--- src/rtl/vga_timing_pkg.sv ---
// Shared constants, region type and sizing helpers for the VGA raster timing generator.
package vga_timing_pkg;

   localparam int unsigned VGA_H_ACTIVE = 640;
   localparam int unsigned VGA_H_FP     = 16;
   localparam int unsigned VGA_H_SYNC   = 96;
   localparam int unsigned VGA_H_BP     = 48;
   localparam int unsigned VGA_V_ACTIVE = 480;
   localparam int unsigned VGA_V_FP     = 10;
   localparam int unsigned VGA_V_SYNC   = 2;
   localparam int unsigned VGA_V_BP     = 33;

   typedef enum logic [1:0] {
      REG_ACTIVE,
      REG_FP,
      REG_SYNC,
      REG_BP
   } region_e;

   function automatic int unsigned total(input int unsigned active, input int unsigned fp,
                                         input int unsigned sync, input int unsigned bp);
      return active + fp + sync + bp;
   endfunction

   // Counter width for a modulus of n; never narrower than one bit.
   function automatic int unsigned width_for(input int unsigned n);
      return (n <= 2) ? 1 : $clog2(n);
   endfunction

   function automatic region_e region_of(input int unsigned pos, input int unsigned active,
                                         input int unsigned fp, input int unsigned sync);
      if (pos < active)             return REG_ACTIVE;
      if (pos < active + fp)        return REG_FP;
      if (pos < active + fp + sync) return REG_SYNC;
      return REG_BP;
   endfunction

endpackage

--- src/rtl/vga_axis_counter.sv ---
// One raster axis: position counter with wrap detection and region decode of the next position.
module vga_axis_counter
   import vga_timing_pkg::*;
#(
   parameter int unsigned ACTIVE = VGA_H_ACTIVE,
   parameter int unsigned FP     = VGA_H_FP,
   parameter int unsigned SYNC   = VGA_H_SYNC,
   parameter int unsigned BP     = VGA_H_BP,
   parameter bit          POL    = 1'b0,
   localparam int unsigned TOTAL = total(ACTIVE, FP, SYNC, BP),
   localparam int unsigned W     = width_for(TOTAL)
) (
   input  logic         clk,
   input  logic         rst_n,
   input  logic         step_i,
   input  logic         clear_i,
   output logic [W-1:0] pos_o,
   output logic         wrap_o,
   output logic         active_o,
   output logic         sync_next_o
);

   localparam logic [W-1:0] LAST = W'(TOTAL - 1);

   logic [W-1:0] pos_q, pos_d;
   region_e      region_next;

   assign wrap_o = step_i && !clear_i && (pos_q == LAST);

   always_comb begin
      // NOTE: default assigned first so every path drives pos_d and no latch is inferred.
      pos_d = pos_q;
      if (clear_i) begin
         pos_d = LAST;
      end else if (step_i) begin
         pos_d = (pos_q == LAST) ? '0 : pos_q + 1'b1;
      end
   end

   always_ff @(posedge clk or negedge rst_n) begin
      // NOTE: sequential state uses non-blocking assignments only.
      if (!rst_n) pos_q <= LAST;
      else        pos_q <= pos_d;
   end

   // Decoding the next position lets the parent register these in step with pos.
   assign region_next = region_of(int'(pos_d), ACTIVE, FP, SYNC);
   assign active_o    = (region_next == REG_ACTIVE);
   assign sync_next_o = (region_next == REG_SYNC) ? POL : ~POL;
   assign pos_o       = pos_q;

endmodule

--- src/rtl/vga_timing_gen.sv ---
// Parametrised VGA raster timing generator with pixel prescaler, enable/freeze and strobes.
// Optional frame counter enabled by defining VGA_TIMING_FRAME_CNT_EN.
module vga_timing_gen
   import vga_timing_pkg::*;
#(
   parameter int unsigned H_ACTIVE  = VGA_H_ACTIVE,
   parameter int unsigned H_FP      = VGA_H_FP,
   parameter int unsigned H_SYNC    = VGA_H_SYNC,
   parameter int unsigned H_BP      = VGA_H_BP,
   parameter int unsigned V_ACTIVE  = VGA_V_ACTIVE,
   parameter int unsigned V_FP      = VGA_V_FP,
   parameter int unsigned V_SYNC    = VGA_V_SYNC,
   parameter int unsigned V_BP      = VGA_V_BP,
   parameter bit          HSYNC_POL = 1'b0,
   parameter bit          VSYNC_POL = 1'b0,
   parameter int unsigned CLK_DIV   = 1,
   parameter int unsigned FRAME_W   = 8,
   localparam int unsigned H_TOTAL  = total(H_ACTIVE, H_FP, H_SYNC, H_BP),
   localparam int unsigned V_TOTAL  = total(V_ACTIVE, V_FP, V_SYNC, V_BP),
   localparam int unsigned HW       = width_for(H_TOTAL),
   localparam int unsigned VW       = width_for(V_TOTAL)
) (
   input  logic               clk,
   input  logic               rst_n,
   input  logic               ena_i,
   output logic               pix_stb_o,
   output logic [HW-1:0]      hpos_o,
   output logic [VW-1:0]      vpos_o,
   output logic               display_on_o,
   output logic               hsync_o,
   output logic               vsync_o,
   output logic               line_start_o,
   output logic               frame_start_o,
   output logic [FRAME_W-1:0] frame_cnt_o
);

   if (H_FP == 0 || H_SYNC == 0 || H_BP == 0 || V_FP == 0 || V_SYNC == 0 || V_BP == 0
       || CLK_DIV == 0) begin : g_param_check
      $error("vga_timing_gen: porch/sync widths and CLK_DIV must all be non-zero");
   end

   localparam int unsigned       DIV_W    = width_for(CLK_DIV);
   localparam logic [DIV_W-1:0]  DIV_LAST = DIV_W'(CLK_DIV - 1);

   logic [DIV_W-1:0] div_cnt_q, div_cnt_d;
   logic             pix_stb;
   logic             h_wrap, h_active_next, h_sync_next;
   logic             v_wrap, v_active_next, v_sync_next;
   logic             display_on_q, hsync_q, vsync_q, line_start_q, frame_start_q;

   assign pix_stb = ena_i && (div_cnt_q == DIV_LAST);

   always_comb begin
      div_cnt_d = div_cnt_q;
      if (ena_i) div_cnt_d = pix_stb ? '0 : div_cnt_q + 1'b1;
   end

   vga_axis_counter #(
      .ACTIVE(H_ACTIVE), .FP(H_FP), .SYNC(H_SYNC), .BP(H_BP), .POL(HSYNC_POL)
   ) u_h_axis (
      .clk(clk), .rst_n(rst_n), .step_i(pix_stb), .clear_i(1'b0),
      .pos_o(hpos_o), .wrap_o(h_wrap), .active_o(h_active_next), .sync_next_o(h_sync_next)
   );

   // The vertical axis advances only on the horizontal wrap.
   vga_axis_counter #(
      .ACTIVE(V_ACTIVE), .FP(V_FP), .SYNC(V_SYNC), .BP(V_BP), .POL(VSYNC_POL)
   ) u_v_axis (
      .clk(clk), .rst_n(rst_n), .step_i(h_wrap), .clear_i(1'b0),
      .pos_o(vpos_o), .wrap_o(v_wrap), .active_o(v_active_next), .sync_next_o(v_sync_next)
   );

   always_ff @(posedge clk or negedge rst_n) begin
      if (!rst_n) begin
         div_cnt_q     <= '0;
         display_on_q  <= 1'b0;
         hsync_q       <= ~HSYNC_POL;
         vsync_q       <= ~VSYNC_POL;
         line_start_q  <= 1'b0;
         frame_start_q <= 1'b0;
      end else begin
         div_cnt_q     <= div_cnt_d;
         display_on_q  <= h_active_next && v_active_next;
         hsync_q       <= h_sync_next;
         vsync_q       <= v_sync_next;
         line_start_q  <= h_wrap;
         frame_start_q <= h_wrap && v_wrap;
      end
   end

`ifdef VGA_TIMING_FRAME_CNT_EN
   logic               started_q;
   logic [FRAME_W-1:0] frame_cnt_q;

   // The wrap out of the reset position is not a completed frame, so it only arms the count.
   always_ff @(posedge clk or negedge rst_n) begin
      if (!rst_n) begin
         started_q   <= 1'b0;
         frame_cnt_q <= '0;
      end else if (v_wrap) begin
         started_q <= 1'b1;
         if (started_q) frame_cnt_q <= frame_cnt_q + 1'b1;
      end
   end

   assign frame_cnt_o = frame_cnt_q;
`else
   assign frame_cnt_o = '0;
`endif

   assign pix_stb_o     = pix_stb;
   assign display_on_o  = display_on_q;
   assign hsync_o       = hsync_q;
   assign vsync_o       = vsync_q;
   assign line_start_o  = line_start_q;
   assign frame_start_o = frame_start_q;

endmodule

--- config.mk ---
export PLATFORM = sky130hd
export DESIGN_NAME = vga_timing_gen
export DESIGN_NICKNAME = d
export VERILOG_FILES = /design/src/rtl/vga_timing_pkg.sv /design/src/rtl/vga_axis_counter.sv /design/src/rtl/vga_timing_gen.sv
export SDC_FILE = /design/constraint.sdc
export NUM_CORES = 1
export LEC_CHECK = 0
export CAP_MARGIN = 20
export CORE_MARGIN = 4
export CORE_UTILIZATION = 45
export CTS_CLUSTER_DIAMETER = 100
export DETAILED_ROUTE_END_ITERATION = 16
export PLACE_DENSITY = 0.87
export REMOVE_ABC_BUFFERS = 1
export SLEW_MARGIN = 20
export SYNTH_ARGS = -nofsm -noshare
export SYNTH_HDL_FRONTEND = slang
export SYNTH_HIERARCHICAL = 1
export SYNTH_SLANG_ARGS = --single-unit
--- constraint.sdc ---
create_clock -name clk -period 2.8 [get_ports clk]
set_input_delay 0.28 -clock clk [delete_from_list [all_inputs] [get_ports clk]]
set_output_delay 0.28 -clock clk [all_outputs]
set_load 0.03 [all_outputs]
* Word level (Yosys, flattened, before mapping) *
Index checks and enable logic that the tools add are counted.

operators by class
  bitwise logic cells = 1
  add/subtract/negate cells = 3
  multiplexer cells = 31
  reduce and logical (&&, ||, !) cells = 7
  eq/ne operators = 4
  order comparisons = 6

operators with widths
  operator                                                                       count
  10-bit two-way mux                                                             4
  10-bit less-than comparator, second input constant                             3
  10-bit by 9-bit less-than comparator with 1-bit output, second input constant  3
  2-bit two-way mux                                                              12
  10-bit by 1-bit adder with 10-bit output, second input constant                2
  10-bit equality test, second input constant                                    2
  1-bit two-way mux                                                              15
  1-bit logical AND                                                              5
  2-bit equality test, second input constant                                     2
  2-bit zero test                                                                2
  1-bit adder, second input constant                                             1
  1-bit NOT                                                                      1

word-level totals
  input port bits = 3
  flip-flop bits (word level) = 26
  output and inout bits = 34

* Depth between registers and ports, before layout *
  word-level depth = 14
  mapped depth = 13

* By module *
Netlist, hierarchy kept.

modules (own cells, without submodules)
  module                       times used  area an instance (um^2)  sequential area each (um^2)  cells an instance
  vga_axis_counter (u_v_axis)  1           718.2                    254.0                        82
  vga_axis_counter (u_h_axis)  1           673.1                    259.0                        74
  vga_timing_gen               1           244.0                    152.6                        19

* Worst setup path before layout *
OpenSTA, ideal clock, no wires.

  kind = reg-to-reg
  start = reg div_cnt_q
  end = reg display_on_q (netlist: display_on_o)
  data required time = 2681 ps
  stages on the path, launching flop included = 12
  data arrival time = 2802 ps
  clock period less this slack = 2921 ps
  setup slack = -121 ps
  cell sequence = dfrtp_1 > nor2b_1 > buf_6 > nand3_1 > a21oi_1 > and2_1 > nand2_1 > or4_1 > a21o_1 > a211oi_2 > nor2_1 > and2_1

between the ends
  longest elaborated chain between the ends = 13
  elaborated cells between the ends (all ways) = 36

ends and longest elaborated chain
  what                                                    line                    text
  start: declaration                                      vga_timing_gen.sv:45    logic [DIV_W-1:0] div_cnt_q, div_cnt_d;
  start signal: assignment                                vga_timing_gen.sv:82    div_cnt_q <= div_cnt_d;
  1-bit NOT (*)                                           vga_timing_gen.sv:51    assign pix_stb = ena_i && (div_cnt_q == DIV_LAST);
  1-bit logical AND (*)                                   vga_timing_gen.sv:51
  net pix_stb_o                                           vga_timing_gen.sv:26    output logic pix_stb_o,
  1-bit logical AND (*)                                   vga_axis_counter.sv:28  assign wrap_o = step_i && !clear_i && (pos_q == LAST);
  net h_wrap                                              vga_timing_gen.sv:47    logic h_wrap, h_active_next, h_sync_next;
  10-bit two-way mux (*)                                  vga_axis_counter.sv:35  end else if (step_i) begin
  10-bit by 9-bit less-than comparator with 1-bit output  vga_timing_pkg.sv:34    if (pos < active + fp + sync) return REG_SYNC;
  1-bit two-way mux (2 in a row)                          vga_timing_pkg.sv:34
  1-bit two-way mux                                       vga_timing_pkg.sv:33    if (pos < active + fp) return REG_FP;
  2-bit two-way mux                                       vga_timing_pkg.sv:35    return REG_BP;
  2-bit two-way mux                                       vga_timing_pkg.sv:34
  2-bit two-way mux (*)                                   vga_timing_pkg.sv:33
  2-bit zero test (*)                                     vga_axis_counter.sv:48  assign active_o = (region_next == REG_ACTIVE);
  net v_active_next                                       vga_timing_gen.sv:48    logic v_wrap, v_active_next, v_sync_next;
  1-bit logical AND (*)                                   vga_timing_gen.sv:83    display_on_q <= h_active_next && v_active_next;
  end signal: assignment                                  vga_timing_gen.sv:83
  end: declaration                                        vga_timing_gen.sv:49    logic display_on_q, hsync_q, vsync_q, line_start_q, frame_start_q;

Mark *: on every way through the listed nets, which the timed path passes. The rest lies on a longest branch. The select of a mux whose other input is x is not followed.
A chain may end at the register's enable or synchronous reset.

* Worst setup path in the final report *
  start = reg u_h_axis.pos_q[9] (netlist: u_h_axis/pos_o[9])
  end = reg display_on_q (netlist: display_on_o)

between the ends
  longest elaborated chain between the ends = 12
  elaborated cells between the ends (all ways) = 37

ends and longest elaborated chain
  what                                                    line                    text
  start: declaration                                      vga_axis_counter.sv:25  logic [W-1:0] pos_q, pos_d;
  start signal: assignment                                vga_axis_counter.sv:43  else pos_q <= pos_d;
  10-bit equality test (*)                                vga_axis_counter.sv:28
  1-bit logical AND (*)                                   vga_axis_counter.sv:28
  net h_wrap                                              vga_timing_gen.sv:47
  10-bit two-way mux (*)                                  vga_axis_counter.sv:35
  10-bit by 9-bit less-than comparator with 1-bit output  vga_timing_pkg.sv:34
  1-bit two-way mux (2 in a row)                          vga_timing_pkg.sv:34
  1-bit two-way mux                                       vga_timing_pkg.sv:33
  2-bit two-way mux                                       vga_timing_pkg.sv:35
  2-bit two-way mux                                       vga_timing_pkg.sv:34
  2-bit two-way mux (*)                                   vga_timing_pkg.sv:33
  2-bit zero test (*)                                     vga_axis_counter.sv:48
  net v_active_next                                       vga_timing_gen.sv:48
  1-bit logical AND (*)                                   vga_timing_gen.sv:83

Marked as above.

==> impl_metrics.py <==
metrics = {
    "worst_setup_path": {
        "arrival_ps": 2850,
        "path_class": "reg -> reg",
        "crit_path_frequent_cell": "and2_1",
        "cp-end-kind": "flip-flop",
        "slowest_stage": "dfstp_2",
        "path_buf_inv": 0,
        "slowest_delay_ps": 570,
        "path_depth": 10,
        "r2r_slack_ps": 190,
        "cp.required_ps": 3040,
        "crit_path_max_fanout": 3,
        "crit_path_start_kind": "flip-flop",
        "reg2reg_depth": 10,
        "cp_cell_sequence": "nor4b_2 -> and4_1 -> a21o_2 -> and2_1 -> nand2_1 -> or4_1 -> a21o_1 -> a211oi_2 -> nor2_1 -> and2_1",
        "cp_top_family": "simple AND/OR/NAND/NOR gates",
    },
    "sta": {
        "finalCritPeriodShare_pct": 93.3,
        "worst-slew-pin-transition_ps": 543,
        "clock.fmax_ghz": 0.383,
        "final-hold-violation-count": 0,
        "clock_skew_ps": 11.6,
        "hold_slack_ps": 305,
        "relSlewSlack_pct": 63.3,
        "final.min_clock_period_ps": 2610,
        "rsz0062_at_grt": "false",
        "drv_slew": 0,
        "setup_ws_ps": 188,
        "final-setup-viol-count": 0,
    },
    "clock_network": {
        "cts_setup_buffers": 0,
        "insertion_delay_ps": 320,
        "cts.reportedPaths.clkPinSlew_ps": 150,
        "cts_htree_levels": 1,
        "tritoncts": "yes",
        "clock_tree.buffer_depth": 2,
        "clockRootBuffer": "clkbuf_4",
        "ctsResizeCount": 1,
        "cts_buffers": 3,
        "clock_sinks": 26,
        "cts_hold_buf": 0,
    },
    "floorplan": {
        "rows": 21,
        "pin_count": 37,
        "dieArea_sq_mm": 0.00466,
        "die-height_microns": 68.3,
        "dieWidth_microns": 68.3,
        "core_area_sq_mm": 0.00342,
        "initial_utilization_pct": 47.9,
    },
    "synth": {
        "synth-edff-count": 0,
        "ys_async_sr_fraction_pct": 100,
        "ys_ff_latch": 26,
        "synth_top_flop_cell": "dfrtp_1",
        "synth.avg_cell_area_sq_um": 9.34,
        "syn_area_sq_mm": 0.00164,
        "yosys_warnings": 6,
        "yosysSeqAreaShare_pct": 40.7,
        "synthDistinctLibCells": 47,
        "synth_cells": 175,
    },
    "detailed_routing": {
        "via_count": 1435,
        "viasPerCell": 5.31,
        "drc_errors": 0,
        "drt-initial-drc-count": 93,
        "drt_wl_total_microns": 3600,
        "antenna_left": 0,
        "routedWlPerCell_microns": 13.3,
        "first_pass_iters": 4,
    },
    "placed_design": {
        "port_buffers": 28,
        "dp.cells": 266,
        "dp_hpwl_microns": 2710,
        "dpl-instance-area_sq_mm": 0.00204,
        "post-place-ws_ps": -59.8,
        "gp_congestion": 0.874,
    },
    "global_routing": {
        "grt_overflow": 0,
        "grt_max_degree": 27,
        "grt_pass1_vias": 1339,
        "grt_pass1_wl_microns": 6180,
        "antenna_found_initial": 0,
        "grtUsageTotal_pct": 17.4,
    },
    "layout": {
        "n_antenna_cell": 0,
        "final_util_pct": 61.6,
        "multi_input_area_sq_um": 907,
        "nFillCells": 305,
        "register_area_sq_um": 666,
        "fin_cells": 270,
        "final_nets": 231,
        "finalInstanceArea_sq_mm": 0.00211,
        "final_common_cell": "clkdlybuf4s50_1",
        "drive_gt1_share_pct": 19.2,
        "area_growth_pct": 28.8,
        "mostFrequentLayoutCells": "28 x clkdlybuf4s50_1, 19 x conb_1, 15 x buf_4, 15 x nor2_1, 14 x dfrtp_1",
    },
    "power": {
        "ir_drop_mv": 0.207,
        "sequentialPowerShare_pct": 44.8,
        "internal-power_uw": 673,
        "power_frac_comb_pct": 29.2,
        "p_switching_uw": 314,
        "clkPwrFrac_pct": 26.0,
        "power_density_mw_per_mm2": 469,
        "p_sw_share_pct": 31.9,
        "power.leakage_uw": 0.000898,
    },
    "min_path": {
        "min_path_type": "in -> async",
    },
    "flow_run": {
        "maxCapViolations": 0,
    },
    "outcome": {
        "status": "completed",
    },
}
[metrics by stage]
stage	power (uW)	setup TNS, ps
2_1_floorplan	616	-1590
3_3_place_gp	727	0
3_5_place_dp	731	-67.2
4_1_cts	993	0
5_1_grt	1040	0
6_report	987	0
[sequential cells by signal (all words and copies together), names as in the netlist]
signal	count
u_h_axis/pos_o	10
u_v_axis/pos_o	10
display_on_o	1
div_cnt_q	1
frame_start_o	1
hsync_o	1
line_start_o	1
vsync_o	1
[final cells by class]
class | instances | share of cell area (%)
repair buffers | 43 | 18.7
clock inverters | 1 | 1.43
inverters | 8 | 1.43
flip-flops and latches | 26 | 31.6
clock buffers | 3 | 1.07
well taps | 46 | 2.73
multi-input cells | 143 | 43.1
[worst register-to-register path, cell delays in order, from the launching register on]
cell      delay [ps]
dfstp_2          570
nor4b_2          280
and4_1           270
a21o_2           140
and2_1           130
nand2_1           60
or4_1            470
a21o_1           210
a211oi_2         220
nor2_1            50
and2_1           130
[synth_stat cells (all sizes together) (2+ instances only)]
cell | n | area share, %
or4 | 2 | 0.92
o31ai | 2 | 0.92
and3 | 6 | 2.3
and4 | 2 | 1.1
dfstp | 12 | 19
a41o | 2 | 1.3
a21o | 4 | 1.9
buf | 12 | 6.0
clkbuf | 4 | 0.92
nand4 | 12 | 6.4
xor2 | 7 | 3.7
a31oi | 2 | 0.76
nor3 | 6 | 1.8
and2 | 4 | 1.5
nor2 | 15 | 3.4
dfrtp | 14 | 21
nand3 | 11 | 3.4
nand2 | 10 | 2.3
o21ai | 5 | 1.5
a21oi | 8 | 2.4
inv | 8 | 1.8
o21bai | 2 | 0.92
nor4b | 2 | 1.1
nor2b | 2 | 0.76
ha | 3 | 2.3
[routing by layer]
metal	up-vias	part of all wire (%)	global-route usage [%]
li1	714	-	-
met1	676	45	23.1
met2	43	50	29.4
met3	2	4.8	2.30
met4	0	0.50	5.21
met5	-	0	0
[power by group through the flow]
stage	Sequential (uW)	Clock [uW]	Combinational (uW)
after detailed placement	447	0	284
after global routing	448	278	316
after global placement	446	0	281
after CTS	442	264	287
after floorplan	487	0	130
final	442	257	288
[path summary, 6_finish.rpt]
kind                              startpoint           endpoint
min in group clk                   div_cnt_q          div_cnt_q
hold / removal                         rst_n  u_v_axis/pos_o[4]
max in group asynchronous              rst_n  u_h_axis/pos_o[3]
setup reg to reg           u_h_axis/pos_o[9]       display_on_o
setup / recovery           u_h_axis/pos_o[9]       display_on_o
hold reg to reg                    div_cnt_q          div_cnt_q
[kinds of logic (layout without fill, tap and decap cells)]
family | Yosys count | count (layout) | synth area share, %
other | 1 | 19 | 0.229
adders and majority gates | 3 | 3 | 2.30
muxes | 2 | 2 | 1.30
DFF | 26 | 26 | 40.7
and+or+nand+nor | 78 | 78 | 28.2
AOI/OAI and AO/OA | 33 | 33 | 14.3
xor gates and xnor gates | 8 | 8 | 4.28
buffers and inverters | 24 | 55 | 8.72
No activity file was read; power rests on OpenSTA's default activity.
